## config.mk

```make
export PLATFORM = sky130hd
export DESIGN_NAME = ttl_reg_bank_sync
export DESIGN_NICKNAME = d
export VERILOG_FILES = /design/src/rtl/ttl_reg_bank_sync.sv
export SDC_FILE = /design/constraint.sdc
export NUM_CORES = 1
export LEC_CHECK = 0
export ABC_AREA = 1
export CAP_MARGIN = 0
export CORE_MARGIN = 2
export CORE_UTILIZATION = 49
export DETAILED_ROUTE_END_ITERATION = 7
export MAX_ROUTING_LAYER = met4
export PLACE_DENSITY = 0.85
export SETUP_SLACK_MARGIN = 0.15
export SLEW_MARGIN = 5
export SYNTH_ARGS = -nofsm -noshare
export SYNTH_HDL_FRONTEND = slang
export SYNTH_SLANG_ARGS = --single-unit
```

## constraint.sdc

```tcl
create_clock -name Clk -period 2.5 [get_ports Clk]
set_input_delay 0.25 -clock Clk [delete_from_list [all_inputs] [get_ports Clk]]
set_output_delay 0.25 -clock Clk [all_outputs]
set_load 0.02 [all_outputs]
```

## src/rtl/ttl_reg_bank_sync.sv

```systemverilog
// Synchronous register bank: DEPTH x WIDTH registers with addressed load or shift-chain capture.
// Define TTL_REG_BANK_LEVEL_CEN_EN for level-qualified Cen; the default build captures on a Cen rising edge.
module ttl_reg_bank_sync #(
  parameter int WIDTH = 8,
  parameter int DEPTH = 4,
  localparam int AW = (DEPTH > 1) ? $clog2(DEPTH) : 1
) (
  input  logic                   Clk,
  input  logic                   Rst,
  input  logic                   Cen,
  input  logic                   Mode,
  input  logic [AW-1:0]          WrAddr,
  input  logic [WIDTH-1:0]       D,
  input  logic [AW-1:0]          RdAddr,
  output logic [WIDTH-1:0]       Q,
  output logic [WIDTH-1:0]       Qtail,
  output logic [WIDTH*DEPTH-1:0] Qall,
  output logic                   Capt
);

  logic [WIDTH-1:0] regs_q [DEPTH];
  logic [WIDTH-1:0] regs_d [DEPTH];
  logic             capt_q;
  logic             cap_s;
  logic [WIDTH-1:0] q_s;

`ifdef TTL_REG_BANK_LEVEL_CEN_EN
  assign cap_s = Cen;
`else
  logic last_cen_q;

  // Cen history; resets high so a strobe held through reset release cannot capture
  always_ff @(posedge Clk) begin
    if (Rst) begin
      last_cen_q <= 1'b1;
    end else begin
      last_cen_q <= Cen;
    end
  end

  assign cap_s = Cen & ~last_cen_q;
`endif

  // Next-state for the bank: shift chain or single addressed write on a capture
  always_comb begin
    for (int i = 0; i < DEPTH; i++) begin
      regs_d[i] = regs_q[i];
    end
    if (cap_s) begin
      if (Mode) begin
        regs_d[0] = D;
        for (int i = 1; i < DEPTH; i++) begin
          regs_d[i] = regs_q[i-1];
        end
      end else begin
        // Out-of-range addresses match no register, so nothing is written
        for (int i = 0; i < DEPTH; i++) begin
          if (WrAddr == AW'(i)) begin
            regs_d[i] = D;
          end else begin
            regs_d[i] = regs_q[i];
          end
        end
      end
    end else begin
      for (int i = 0; i < DEPTH; i++) begin
        regs_d[i] = regs_q[i];
      end
    end
  end

  // Bank and capture-pulse registers
  always_ff @(posedge Clk) begin
    if (Rst) begin
      for (int i = 0; i < DEPTH; i++) begin
        regs_q[i] <= '0;
      end
      capt_q <= 1'b0;
    end else begin
      for (int i = 0; i < DEPTH; i++) begin
        regs_q[i] <= regs_d[i];
      end
      capt_q <= cap_s;
    end
  end

  // Read mux; addresses beyond the bank read as zero
  always_comb begin
    q_s = '0;
    for (int i = 0; i < DEPTH; i++) begin
      if (RdAddr == AW'(i)) begin
        q_s = regs_q[i];
      end else begin
        q_s = q_s;
      end
    end
  end

  for (genvar g = 0; g < DEPTH; g++) begin : g_qall
    assign Qall[g*WIDTH +: WIDTH] = regs_q[g];
  end

  assign Q     = q_s;
  assign Qtail = regs_q[DEPTH-1];
  assign Capt  = capt_q;

endmodule

```

==> results.py <==
metrics = {
    "run_status": {
        "status": "finished, final reports clean",
    },
    "logic_synthesis": {
        "synth_nets": 334,
        "yosysTopAreaCellShare": 0.350,
        "synth_top_area_cell": "dfxtp_1",
        "synth_seq_cells": 34,
        "synth_area_um2": 1950,
        "synth-seq-area-share": 0.350,
        "synthDistinctLibCells": 19,
        "synth_area_leaders": "dfxtp_1, nand2_1, nor2_1, inv_1, buf_4",
        "yosys_warnings": 0,
        "synth_area_per_cell_um2": 6.12,
        "syn_inst": 318,
    },
    "hold_path": {
        "hold_path.class": "in -> reg",
        "min_path_cells": 2,
    },
    "finish": {
        "layout_commonest_cell": "nand2_1",
        "layout.nets": 390,
        "layout_common_cells": "nand2_1, clkdlybuf4s50_1, nor2_1",
        "n_fill_cell": 345,
        "area_growth_pct": 35.6,
        "drive_gt1_frac": 0.0667,
        "fin_cells": 423,
        "antenna_cells": 0,
        "final_core_util": 0.705,
    },
    "grt": {
        "grt_overflow": 0,
        "grt_max_degree": 34,
        "grt.total_usage": 0.252,
        "antenna_found_initial": 0,
        "grt_first_pass_wirelength_mm": 8.35,
        "grt_pass1_vias": 1790,
    },
    "timing": {
        "relSlewSlack": 0.624,
        "final.min_clock_period_ns": 2.20,
        "skew_ns": 0.00177,
        "rsz0062_at_grt": "no",
        "setup_viol": 0,
        "tightest_slew_ns": 0.564,
        "hold_violations": 0,
        "tns_ns": 0,
        "maxSlewViolCount": 0,
        "fmax_mhz": 455,
        "period_share": 0.880,
    },
    "floorplan": {
        "initial_core_util": 0.520,
        "pin_count": 65,
        "core_area_um2": 3740,
        "dieArea_um2": 4490,
        "rows": 22,
        "die_w_um": 67.0,
        "die_h_um": 67.0,
    },
    "detailed_routing": {
        "drc": 0,
        "routed_wl_mm": 5.08,
        "first_pass_iters": 4,
        "via_count": 2064,
        "viasPerCell": 4.88,
        "wire_per_inst_um": 12.0,
        "drt_iter0_drc": 131,
        "postRouteAntennaNets": 0,
    },
    "power_and_ir_drop": {
        "peakVddDrop_v": 0.000497,
        "powerDensity_nw_per_um2": 510,
        "p_leak_nw": 1.29,
    },
    "clock_network": {
        "holdBufCountCts": 0,
        "path_clk_slew_ns": 0.07,
        "htree_levels": 2,
        "clock-sinks": 34,
        "post_cts_buffers": 0,
        "post_cts_resize_count": 0,
        "clk_latency_ns": 0.28,
        "cts_root_buf": "clkbuf_8",
        "clockBufferDepth": 2,
        "cts_tree": "yes",
        "numCtsBuffers": 5,
    },
    "placed_design": {
        "routabilityCongestion": 0.836,
        "dp.cells": 415,
        "port_buffers": 64,
        "place_hpwl_mm": 3.59,
    },
    "critical_path": {
        "endpoint_kind": "output port",
        "start_kind": "primary input",
        "cp.arrival_ns": 1.95,
        "timing.rr.end": "regs_q[0][28]",
        "rrSetupSlack_ns": 1.25,
        "cp-startpoint": "RdAddr[0]",
        "critical_path_class": "in -> out",
        "endpoint": "Q[0]",
        "cp_max_fo": 8,
        "worstPathRequired_ns": 2.25,
        "reg2reg_depth": 4,
        "rr_startpoint": "last_cen_q",
    },
    "run": {
        "drv_cap": 0,
    },
}
## worst max-delay path, cell delays in order
cell and delay [ns]:
clkdlybuf4s50_1 0.51, nand2_1 0.07, inv_1 0.24, nand2_1 0.10
nand4_1 0.13, clkdlybuf4s50_1 0.65
## power by group
part / total (W) / internal [W] / switching, W
registers: 0.000589 / 0.000565 / 0.0000238
clock network: 0.000475 / 0.000278 / 0.000197
logic: 0.000281 / 0.000121 / 0.000160
## stage by stage
step	setup WS (ns)	area [um^2]	hold slack (ns)	power, W
after floorplan	1.41	1950	0.327	0.000767
after global placement	0.399	2530	0.528	0.000874
after detailed placement	0.332	2530	0.535	0.000879
after CTS	0.288	2640	0.535	0.00135
after global routing	0.199	2640	0.550	0.00140
final	0.301	2640	0.533	0.00134
## layer usage
layer / global-route usage / vias up / routed length, um
li1: - / 1066 / -
met1: 0.313 / 909 / 2200
met2: 0.420 / 80 / 2400
met3: 0.0524 / 9 / 401
met4: 0.0587 / 0 / 74
met5: - / - / 0
## layout make-up
| class | count | area, um^2 | area share |
|---|---|---|---|
| repair buffers | 68 | 671 | 0.254 |
| multi-input cells | 225 | 965 | 0.366 |
| inverters | 40 | 153 | 0.0578 |
| well taps | 48 | 60.1 | 0.0228 |
| flip-flops and latches | 34 | 681 | 0.258 |
| clock buffers | 8 | 110 | 0.0417 |
## cell usage after synthesis
cell type	n
inv_1	38
nor2_1	59
buf_2	3
buf_6	4
o21ai_0	16
o21ai_2	1
buf_4	11
nand2_1	114
a21oi_1	8
inv_2	1
nand2_4	3
nor3_1	1
nand3_1	8
nand4_1	8
nor2_8	1
inv_4	1
dfxtp_1	34
nand2_2	6
clkbuf_2	1
## worst min-delay path by stage
stage / slack (ns) / start / endpoint
5_1_grt: 0.55 / Rst / Capt
4_1_cts: 0.53 / Rst / Capt
3_3_place_gp: 0.53 / regs_q[0][31] / regs_q[0][31]
2_1_floorplan: 0.33 / Rst / Capt
3_5_place_dp: 0.53 / regs_q[0][11] / regs_q[0][11]
6_report: 0.53 / Rst / Capt
## cell families after synthesis
| group | count (synthesis) | share of synthesized area |
|---|---|---|
| AOI/OAI and AO/OA | 25 | 0.0662 |
| buffers and inverters | 59 | 0.154 |
| DFF | 34 | 0.350 |
| and+or+nand+nor | 200 | 0.430 |
## state kept, by name, summed over array words and instances, names as in the netlist
name / cells
Capt: 1
regs_q: 32
last_cen_q: 1
(Power assumes the default switching activity.)
